<file path="src/rtl/lb_ctrl_pkg.sv">
// Shared types and helpers for the line-buffer window sequencer.
// Holds FSM state encoding and the array's "no capture" pointer code.
package lb_ctrl_pkg;

  typedef enum logic [1:0] {
    IDLE,
    RUN,
    FIN,
    ERR
  } state_t;

  localparam logic [2:0] INIT_HOLD = 3'd7;

  function automatic int unsigned min_k(
    input int unsigned col_cnt,
    input int unsigned k
  );
    return (col_cnt < k - 1) ? col_cnt : k - 1;
  endfunction

endpackage

</file>
<file path="src/rtl/lb_col_counter.sv">
// Column / slot / band position tracker for the window sequencer.
// Advances on accepted beats; wraps column and slot at end of band.
module lb_col_counter
  import lb_ctrl_pkg::*;
#(
  parameter int KER_SIZE = 3,
  parameter int AW       = 8,
  parameter int PTRW     = 3
) (
  input  logic            clk,
  input  logic            rstn,
  input  logic            clr,
  input  logic            beat,
  input  logic [AW-1:0]   cfg_w,
  input  logic [AW-1:0]   cfg_h,
  output logic [AW-1:0]   col_cnt,
  output logic [AW-1:0]   band,
  output logic [PTRW-1:0] slot,
  output logic            last_col,
  output logic            last_band
);

  localparam logic [PTRW-1:0] SLOT_MAX = PTRW'(KER_SIZE - 1);

  assign last_col  = (col_cnt == cfg_w - AW'(1));
  assign last_band = (band == cfg_h - AW'(KER_SIZE));

  always_ff @(posedge clk or negedge rstn) begin
    if (!rstn) begin
      col_cnt <= '0;
      band    <= '0;
      slot    <= '0;
    end else if (clr) begin
      col_cnt <= '0;
      band    <= '0;
      slot    <= '0;
    end else if (beat) begin
      if (last_col) begin
        col_cnt <= '0;
        slot    <= '0;
        band    <= band + AW'(1);
      end else begin
        col_cnt <= col_cnt + AW'(1);
        slot    <= (slot == SLOT_MAX) ? '0
                 : slot + PTRW'(1);
      end
    end
  end

endmodule

</file>
<file path="src/rtl/line_buffer_seq_ctrl.sv">
// Sequencer for the KxK line-buffer window array: drives slot pointers,
// tracks window validity/coordinates and both valid/ready handshakes.
module line_buffer_seq_ctrl
  import lb_ctrl_pkg::*;
#(
  parameter int KER_SIZE = 3,
  parameter int AW       = 8,
  parameter int PTRW     = 3
) (
  input  logic            clk,
  input  logic            rstn,
  input  logic            start,
  input  logic [AW-1:0]   cfg_w,
  input  logic [AW-1:0]   cfg_h,
  input  logic            in_valid,
  output logic            in_ready,
  output logic [PTRW-1:0] col_ptr,
  output logic [PTRW-1:0] init_col_ptr,
  output logic            win_valid,
  input  logic            win_ready,
  output logic [AW-1:0]   win_x,
  output logic [AW-1:0]   win_y,
  output logic            busy,
  output logic            done,
  output logic            cfg_err
);

  state_t          state;
  state_t          state_n;
  logic [AW-1:0]   w_q;
  logic [AW-1:0]   h_q;
  logic [AW-1:0]   col_cnt;
  logic [AW-1:0]   band;
  logic [PTRW-1:0] slot;
  logic            last_col;
  logic            last_band;
  logic            beat;
  logic            capture;
  logic            launch;
  logic            cfg_ok;

  assign cfg_ok = (cfg_w >= AW'(KER_SIZE))
               && (cfg_h >= AW'(KER_SIZE));
  assign launch = (state == IDLE) && start;

  assign in_ready = (state == RUN)
                 && (!win_valid || win_ready);
  assign beat     = in_valid && in_ready;
  assign capture  = beat
                 && (col_cnt >= AW'(KER_SIZE - 1));
  assign busy     = (state == RUN) || (state == FIN);
  assign col_ptr  = slot;

  // Off-beat code never matches K-1, so the array holds its output.
  assign init_col_ptr = beat
    ? PTRW'(min_k(32'(col_cnt), KER_SIZE))
    : PTRW'(INIT_HOLD);

  lb_col_counter #(
    .KER_SIZE (KER_SIZE),
    .AW       (AW),
    .PTRW     (PTRW)
  ) u_cnt (
    .clk       (clk),
    .rstn      (rstn),
    .clr       (launch),
    .beat      (beat),
    .cfg_w     (w_q),
    .cfg_h     (h_q),
    .col_cnt   (col_cnt),
    .band      (band),
    .slot      (slot),
    .last_col  (last_col),
    .last_band (last_band)
  );

  always_ff @(posedge clk or negedge rstn) begin
    if (!rstn) begin
      state <= IDLE;
      w_q   <= '0;
      h_q   <= '0;
    end else begin
      state <= state_n;
      if (launch) begin
        w_q <= cfg_w;
        h_q <= cfg_h;
      end
    end
  end

  always_comb begin
    state_n = state;
    done    = 1'b0;
    cfg_err = 1'b0;
    unique case (state)
      IDLE: begin
        if (start) state_n = cfg_ok ? RUN : ERR;
      end
      RUN: begin
        if (beat && last_col && last_band)
          state_n = FIN;
      end
      FIN: begin
        if (!win_valid) begin
          state_n = IDLE;
          done    = 1'b1;
        end
      end
      ERR: begin
        state_n = IDLE;
        cfg_err = 1'b1;
      end
      default: state_n = IDLE;
    endcase
  end

  always_ff @(posedge clk or negedge rstn) begin
    if (!rstn) begin
      win_valid <= 1'b0;
      win_x     <= '0;
      win_y     <= '0;
    end else if (capture) begin
      win_valid <= 1'b1;
      win_x     <= col_cnt - AW'(KER_SIZE - 1);
      win_y     <= band;
    end else if (win_ready) begin
      win_valid <= 1'b0;
    end
  end

endmodule

</file>
<file path="config.mk">
export PLATFORM = sky130hd
export DESIGN_NAME = line_buffer_seq_ctrl
export DESIGN_NICKNAME = d
export VERILOG_FILES = /design/src/rtl/lb_ctrl_pkg.sv /design/src/rtl/lb_col_counter.sv /design/src/rtl/line_buffer_seq_ctrl.sv
export SDC_FILE = /design/constraint.sdc
export NUM_CORES = 1
export LEC_CHECK = 0
export ABC_AREA = 1
export ABC_CLOCK_PERIOD_IN_PS = 3200
export CAP_MARGIN = 30
export CORE_ASPECT_RATIO = 1.5
export CORE_UTILIZATION = 45
export CTS_CLUSTER_SIZE = 20
export DETAILED_ROUTE_END_ITERATION = 8
export PLACE_DENSITY = 0.68
export SYNTH_ARGS = -nofsm -noshare
export SYNTH_HDL_FRONTEND = slang
export SYNTH_SLANG_ARGS = --single-unit
export TNS_END_PERCENT = 50
</file>
<file path="constraint.sdc">
create_clock -name clk -period 3.2 [get_ports clk]
set_input_delay 0.48 -clock clk [delete_from_list [all_inputs] [get_ports clk]]
set_output_delay 0.48 -clock clk [all_outputs]
set_load 0.01 [all_outputs]
</file>
==> impl_metrics.tcl, run 1 <==
set metrics [dict create \
    ys_seq_area_share_pct 43.1 \
    layout-drive-gt1-share_pct 5.32 \
    worst-r2r-setup-slack_ns 1.04 \
    synth.avg_cell_area_um2 7.45 \
    synth_cell_type_count 30 \
    synth_area_leaders "dfrtp_1 43%, nand2_1 17%, o21ai_0 5.3%, inv_1 5.1%, nand3_1 4.9%" \
    critical_path_required_ns 2.72 \
    gr-usage-met2_pct 36.5 \
    antenna_found_initial 0 \
    timing.rr.end "u_cnt.band[5]" \
    multi_input_area_um2 1570 \
    diodes 0 \
    p_switching_w 0.00143 \
    num_vias 2750 \
    syn_nets 454 \
    crit_path_end_kind "primary output" \
    syn2layout_area_growth_pct 20.4 \
    cp.arrival_ns 2.17 \
    die_w_um 70.2 \
    drc 0 \
    post_cts_resized 0 \
    hold_class "in -> async" \
    finalClockSkew_ns 0.00691 \
    first_pass_iters 4 \
    ant_nets 0 \
    async_reset_ff_share_pct 100 \
    clock.fmax_ghz 0.377 \
    clk_latency_ns 0.31 \
    synth_top_cell_area_share_pct 43.1 \
    layout_common_cells "142 x nand2_1, 54 x dfrtp_1, 46 x clkdlybuf4s50_1, 43 x inv_1" \
    drt_iter0_markers 151 \
    avgRoutedWirePerCell_um 12.7 \
    cts_buffer_depth 2 \
    setup_viol 0 \
    power.density_nw_per_um2 881 \
    critPathKind "reg -> out" \
    busiest_layer "met2" \
    grt_pass1_vias 2665 \
    finalSetupTns_ns 0 \
    grt_pass1_wl_um 12100 \
    grt_remaining_overflow 0 \
    chipHeight_um 104 \
    status "completed" \
    port_buffers 47 \
    rsz0062_at_grt "no" \
    synth_seq_cells 54 \
    layout_commonest_cell "nand2_1" \
    relSlewSlack_pct 54.1 \
    grt_max_degree 31 \
    p_int_w 0.00190 \
    clkTransAtPathRegs_ns 0.09 \
    yosysTopAreaCell "dfrtp_1" \
    switching_share_pct 43.0 \
    cts-root-buf "clkbuf_8" \
    dieArea_um2 7320 \
    num_io_pins 48 \
    critical_path_peak_fanout 8 \
    core.rowCount 36 \
    ir_drop_mv 0.465 \
    grtUsageMet1_pct 24.8 \
    coreArea_um2 6620 \
    r2r_cells 13 \
    drt-total-wl_um 6950 \
    floorplan.initialDensity_pct 47.4 \
    leakage_nw 1.82 \
    power.share.combinational_pct 50.7 \
    hpwl_um 5320 \
    maxSlewViolCount 0 \
    pwr-share-seq_pct 35.6 \
    period_needed_ns 2.65 \
    clock_sinks 54 \
    synthFlopType "dfrtp_1" \
    final.fill_count 654 \
    post-cts-setup-buffer-count 0 \
    reg2reg_from "w_q[0]" \
    cts-buffers-inserted 5 \
    grt.total_usage_pct 20.3 \
    startpoint_type "flop" \
    h-tree-depth 2 \
    cts_tree "yes" \
    nets 502 \
    fin_ws_ns 0.546 \
    use_met3_pct 2.42 \
    netlist_area_um2 3140 \
    gp_congestion 0.821 \
    clock_power_share_pct 13.8 \
    syn_inst 421 \
    tightest_slew_ns 0.689 \
    seq_area_um2 1350 \
    hold_viol_final 0 \
    via_per_inst 5.04 \
    power_w 0.00333 \
    holdBufCountCts 0 \
    drv_cap 0 \
    min_period_over_period_pct 83.0 \
    place_ws_ns 0.632 \
    synth_edf_count 0 \
    yosysWarnings 0 \
    fin_hold_ws_ns 0.201 \
]
-- cell families (layout without fill, tap and decap cells) --
kind of cell    count (synthesis)  count (layout)  share of synthesized area (%)
compound gates                 49              49                           8.78
xor+xnor                       20              20                           5.58
fa+ha+maj                      12              12                           4.79
buf+inv                        55             104                           6.94
simple gates                  231             231                           30.8
flops                          54              54                           43.1
-- Yosys cell counts (all sizes together), types with 2 or more instances --
master and count:
nand4 8, a21oi 5, nand3 31, xnor2 7
inv 48, a31oi 3, nand2 146, nor4 2
o21ai 36, nor3 6, o22ai 4, buf 4
xor2 13, ha 12, dfrtp 54, clkbuf 3
nor2 35
-- layout make-up --
cell class / instances / area share, %
Timing Repair Buffer: 48 / 12.5
Multi-Input combinational cell: 312 / 41.5
Inverter: 48 / 4.77
Clock inverter: 2 / 0.994
Clock buffer: 6 / 1.92
Tap cell: 76 / 2.52
Sequential cell: 54 / 35.8
-- worst max-delay path, stage by stage, from the launching register on --
cell             delay [ns]
dfrtp_1                0.42
inv_1                  0.10
ha_1                   0.22
and2_1                 0.19
nand2_2                0.22
inv_1                  0.12
nand2_1                0.09
clkdlybuf4s50_1        0.52
-- per-layer routing --
layer,share of wire [%],routed length (um)
met5,0,0
met4,1.5,107
met3,2.3,159
met2,51,3550
met1,45,3130
-- power groups by stage --
stage	clock network, W	logic (W)	registers [W]
floorplan	0	0.00113	0.00118
global placement	0	0.00165	0.00119
detailed placement	0	0.00169	0.00120
CTS	0.000467	0.00170	0.00118
global route	0.000495	0.00193	0.00122
finish	0.000459	0.00169	0.00118
-- flip-flops by register name (all words and copies together), names as in the netlist --
register / cells
u_cnt.col_cnt: 8
win_y: 8
h_q: 8
win_valid: 1
win_x: 8
state: 2
w_q: 8
u_cnt.band: 8
u_cnt.slot: 3
-- per-stage QoR --
stage | cell area, um2 | std cells | utilization [%]
floorplan | 3140 | 421 | -
global placement | 3670 | 538 | 55.4
detailed placement | 3670 | 538 | 55.4
CTS | 3780 | 546 | 57.0
global route | 3780 | 546 | 57.0
finish | 3780 | 546 | 57.0
-- worst max-delay path by stage --
stage	startpoint	end	slack, ns	cells past startpoint
after global placement	win_ready	init_col_ptr[0]	0.67	8
after CTS	state[1]	init_col_ptr[1]	0.54	7
after detailed placement	win_ready	init_col_ptr[1]	0.63	8
after global routing	state[1]	init_col_ptr[1]	0.44	7
after floorplan	w_q[0]	u_cnt.band[2]	1.40	14
final	state[1]	init_col_ptr[1]	0.55	7
No activity file was read; power rests on OpenSTA's default activity.
==> run 2: changes to the inputs <==
ABC_CLOCK_PERIOD_IN_PS = 2100   (was 3200)
PLACE_DENSITY = 0.71   (was 0.68)
clock period = 2.1 ns   (was 3.2 ns; I/O delays follow)
==> impl_metrics.tcl, run 2 (synthesis gave the netlist of run 1 again) <==
set metrics [dict create \
    hold_class "reg -> reg" \
    hold_viol_final 0 \
    dieArea_um2 7320 \
    rsz0062_at_grt "no" \
    critical_path_peak_fanout 3 \
    hold_start "win_x[6]" \
    port_buffers 47 \
    syn2layout_area_growth_pct 28.0 \
    core.rowCount 36 \
    tightest_slew_ns 0.536 \
    cts_buffer_depth 2 \
    crit_path_start "state[0]" \
    finalClockSkew_ns 0.00471 \
    drc 0 \
    coreArea_um2 6620 \
    nets 527 \
    worst_path_max_delay_cell "clkdlybuf4s50_1" \
    clkTransAtPathRegs_ns 0.10 \
    ant_nets 0 \
    cp_num_buf_inv 3 \
    leakage_nw 1.95 \
    layout_commonest_cell "nand2_1" \
    num_io_pins 48 \
    ir_drop_mv 0.721 \
    place_area_um2 3820 \
    critical_path_required_ns 1.78 \
    seq_area_um2 1350 \
    critPathMaxStageDelay_ns 0.53 \
    grt_pass1_wl_um 11900 \
    drv_cap 0 \
    gp_congestion 0.913 \
    drt_iter0_markers 150 \
    diodes 0 \
    grt_pass1_vias 2653 \
    r2r_cells 14 \
    min_period_over_period_pct 95.5 \
    cts-root-buf "clkbuf_8" \
    h-tree-depth 2 \
    clock.fmax_ghz 0.498 \
    critPathKind "reg -> out" \
    setup_viol 0 \
    grt_max_degree 33 \
    power.density_nw_per_um2 1350 \
    grt_remaining_overflow 0 \
    final.fill_count 617 \
    maxSlewViolCount 0 \
    layout-drive-gt1-share_pct 12.1 \
    chipHeight_um 104 \
    reg2reg_from "w_q[0]" \
    hpwl_um 5510 \
    status "completed" \
    crit_path_end_kind "primary output" \
    clk_latency_ns 0.32 \
    antenna_found_initial 0 \
    period_needed_ns 2.01 \
    first_pass_iters 4 \
    floorplan.initialDensity_pct 47.4 \
    cts_tree "yes" \
    num_vias 2905 \
    cp.depth 4 \
    final_area_um2 4020 \
    drt-total-wl_um 7330 \
    startpoint_type "flop" \
    cts-buffers-inserted 5 \
    finalSetupTns_ns 0 \
    cp.arrival_ns 1.69 \
    multi_input_area_um2 1600 \
    die_w_um 70.2 \
    via_per_inst 5.09 \
    grt.total_usage_pct 20.4 \
    avgRoutedWirePerCell_um 12.8 \
    min_delay_path_depth 2 \
    relSlewSlack_pct 64.3 \
    path_cells "buf_4 > inv_1 > ha_1 > clkdlybuf4s50_1" \
    clock_sinks 54 \
    cp_top_family "buffers and inverters" \
    layout_common_cells "142 x nand2_1, 54 x dfrtp_1, 41 x clkdlybuf4s50_1, 40 x inv_1, 33 x o21ai_0" \
]
-- run 2: cell types whose count changed in the layout (fill, tap and decap cells not counted), sizes merged --
cell           delta
dlygate4sd2       +4
dlygate4sd3       +1
clkbuf            -1
clkdlybuf4s50     -5
buf              +25
clkinvlp          +1
-- run 2: layout make-up --
type / instances / area share (%)
clock buffers: 5 / 1.71
clock inverters: 3 / 1.12
inverters: 48 / 4.49
multi-input cells: 312 / 39.7
flip-flops and latches: 54 / 33.6
well taps: 76 / 2.37
repair buffers: 73 / 16.9
-- run 2: worst paths after layout --
| check | to | slack (ns) |
|---|---|---|
| min | win_x[6] | 0.48 |
| max in group asynchronous | win_x[1] | 1.05 |
| max | busy | 0.09 |
| min reg2reg | win_x[6] | 0.48 |
| max reg2reg | u_cnt.band[2] | 0.16 |
| min in group asynchronous | h_q[4] | 0.49 |
-- run 2: repair_timing --
item | CTS | global route
hold buffers | 1 | 0
setup endpoints to repair | 4 | 21
endpoints found under the hold margin | 22 | 0
buffers inserted | 5 | 2
gates resized for setup | 7 | 8
pin swaps | 2 | 0
gates cloned | 0 | 0
-- run 2: metal layers --
| layer | wire length (um) | track usage (%) | part of all wire, % |
|---|---|---|---|
| met2 | 3700 | 36.0 | 50 |
| met3 | 242 | 3.39 | 3.3 |
| met1 | 3230 | 24.8 | 44 |
| met5 | 0 | 0 | 0 |
| met4 | 160 | 7.29 | 2.2 |
-- run 2: tightest hold or removal path: stages (launching register included) --
cell	delay (ns)
dfrtp_1	0.36
nand2_1	0.05
nand2_1	0.04
-- run 2: power breakdown --
part | internal (W) | leakage [nW] | switching [W]
combinational | 0.00133 | 1.20 | 0.00158
clock | 0.000355 | 0.0504 | 0.000364
sequential | 0.00143 | 0.699 | 0.000361
-- run 2: through the flow --
stage	hold slack [ns]	worst slack (ns)	util [%]	instances	power (W)
3_3_place_gp	0.321	0.0324	57.7	555	0.00448
3_5_place_dp	0.326	0.0174	57.7	555	0.00456
5_1_grt	0.509	0.00941	60.7	571	0.00588
4_1_cts	0.483	0.0834	60.1	569	0.00535
6_report	0.479	0.0938	60.7	571	0.00542
2_1_floorplan	0.0194	0.303	-	421	0.00352
==> run 3: changes to the inputs <==
CORE_UTILIZATION = 40   (was 45)
PLACE_DENSITY = unset   (was 0.71)
==> impl_metrics.tcl, run 3 (synthesis gave the netlist of run 1 again) <==
set metrics [dict create \
    antenna_found_initial 0 \
    min_period_over_period_pct 95.0 \
    p_int_w 0.00350 \
    critical_path_peak_fanout 5 \
    power.density_nw_per_um2 1410 \
    num_io_pins 48 \
    chipHeight_um 110 \
    clock_sinks 54 \
    drc 0 \
    dieArea_um2 8210 \
    holdBufCountCts 0 \
    cts_tree "yes" \
    pwr-share-seq_pct 30.5 \
    layout_common_cells "137 x nand2_1, 54 x dfrtp_1, 40 x clkdlybuf4s50_1, 38 x inv_1, 31 x nand3_1" \
    layout_commonest_cell "nand2_1" \
    relSlewSlack_pct 54.1 \
    power.share.combinational_pct 51.1 \
    p_switching_w 0.00238 \
    first_pass_iters 4 \
    ant_nets 0 \
    grt_max_degree 55 \
    critPathKind "reg -> reg" \
    diodes 0 \
    die_w_um 74.3 \
    cp.arrival_ns 2.22 \
    maxSlewViolCount 0 \
    ir_drop_mv 0.584 \
    gr-usage-met2_pct 33.0 \
    nets 528 \
    grtUsageMet1_pct 24.0 \
    grt.total_usage_pct 19.6 \
    cts_buffer_depth 2 \
    clkTransAtPathRegs_ns 0.07 \
    clk_latency_ns 0.30 \
    drt_iter0_markers 165 \
    clock.fmax_ghz 0.501 \
    final_core_util_pct 54.9 \
    place_area_um2 3870 \
    busiest_layer "met2" \
    setup_viol 0 \
    cts-buffers-inserted 5 \
    hpwl_um 5580 \
    drt-total-wl_um 7460 \
    critical_path_required_ns 2.33 \
    grt_pass1_wl_um 12500 \
    use_met3_pct 3.19 \
    cts-root-buf "clkbuf_16" \
    avgRoutedWirePerCell_um 12.5 \
    rsz0062_at_grt "yes" \
    final_area_um2 4180 \
    crit_path_end_kind "flop" \
    tightest_slew_ns 0.688 \
    hold_viol_final 0 \
    leakage_nw 2.04 \
    floorplan.initialDensity_pct 41.2 \
    coreArea_um2 7610 \
    layout-drive-gt1-share_pct 14.9 \
    status "completed" \
    switching_share_pct 40.5 \
    period_needed_ns 1.99 \
    grt_remaining_overflow 0 \
    h-tree-depth 2 \
    hold_class "in -> async" \
    grt_pass1_vias 2824 \
    syn2layout_area_growth_pct 33.3 \
    via_per_inst 4.85 \
    clock_power_share_pct 18.4 \
    core.rowCount 39 \
    startpoint_type "flop" \
    finalClockSkew_ns 0.00366 \
    gp_congestion 0.860 \
    port_buffers 47 \
    num_vias 2898 \
    drv_cap 0 \
]
-- run 3: critical path, cell delays in order (launching register included) --
cell and delay (ns):
dfrtp_1 0.39, inv_2 0.10, ha_4 0.16, nand2_1 0.07
nor2_2 0.11, nand3_1 0.08, nand2_1 0.06, inv_1 0.04
nor2_2 0.13, nand2_1 0.07, nor2_2 0.14, inv_2 0.07
o21ai_4 0.22, clkbuf_16 0.19, nand2_4 0.04, o21ai_2 0.05
-- run 3: area by class of cell --
| cell class | instances | area (um2) |
|---|---|---|
| Sequential cell | 54 | 1350 |
| Fill cell | 777 | 3430 |
| Inverter | 48 | 180 |
| Tap cell | 102 | 128 |
| Clock inverter | 3 | 68.8 |
| Multi-Input combinational cell | 312 | 1640 |
| Clock buffer | 5 | 125 |
| Timing Repair Buffer | 74 | 692 |
-- run 3: through the flow --
step                setup TNS (ns)  setup slack [ns]  hold WS, ns  power, W  instances
floorplan                        0             0.303       0.0194   0.00352        421
global placement                 0            0.0379        0.453   0.00453        585
detailed placement        -0.00706          -0.00706        0.470   0.00459        585
CTS                              0            0.0468        0.171   0.00570        595
global route               -0.0659           -0.0222        0.215   0.00640        598
finish                           0             0.106        0.137   0.00588        598
-- run 3: final timing paths --
path | from | cells after the start | slack [ns] | end
min in group clk | win_y[0] | 2 | 0.48 | win_y[0]
worst min register to register | win_y[0] | 2 | 0.48 | win_y[0]
worst max register to register | w_q[1] | 15 | 0.11 | u_cnt.band[6]
worst max-delay path | w_q[1] | 15 | 0.11 | u_cnt.band[6]
max in group asynchronous | rstn | 2 | 1.50 | h_q[4]
worst min-delay path | rstn | 2 | 0.14 | u_cnt.slot[2]
-- run 3: power groups by stage --
| stage | combinational (W) | clock (W) | sequential (W) |
|---|---|---|---|
| final | 0.00300 | 0.00108 | 0.00180 |
| after global routing | 0.00341 | 0.00114 | 0.00185 |
| after CTS | 0.00282 | 0.00110 | 0.00178 |
| after detailed placement | 0.00278 | 0 | 0.00181 |
| after global placement | 0.00273 | 0 | 0.00180 |
| after floorplan | 0.00172 | 0 | 0.00180 |
-- run 3: layer usage --
layer | wire [um] | vias to the layer above | share of wire (%)
met3 | 250 | 17 | 3.4
met1 | 3240 | 1333 | 43
met4 | 205 | 0 | 2.7
met2 | 3760 | 58 | 50
li1 | - | 1490 | -
met5 | 0 | - | 0
-- run 3: what timing repair did --
item,in CTS,in global routing
buffers inserted,2,2
cloned,0,1
setup endpoints to repair,4,15
resized for setup,6,27
pin swaps,1,6
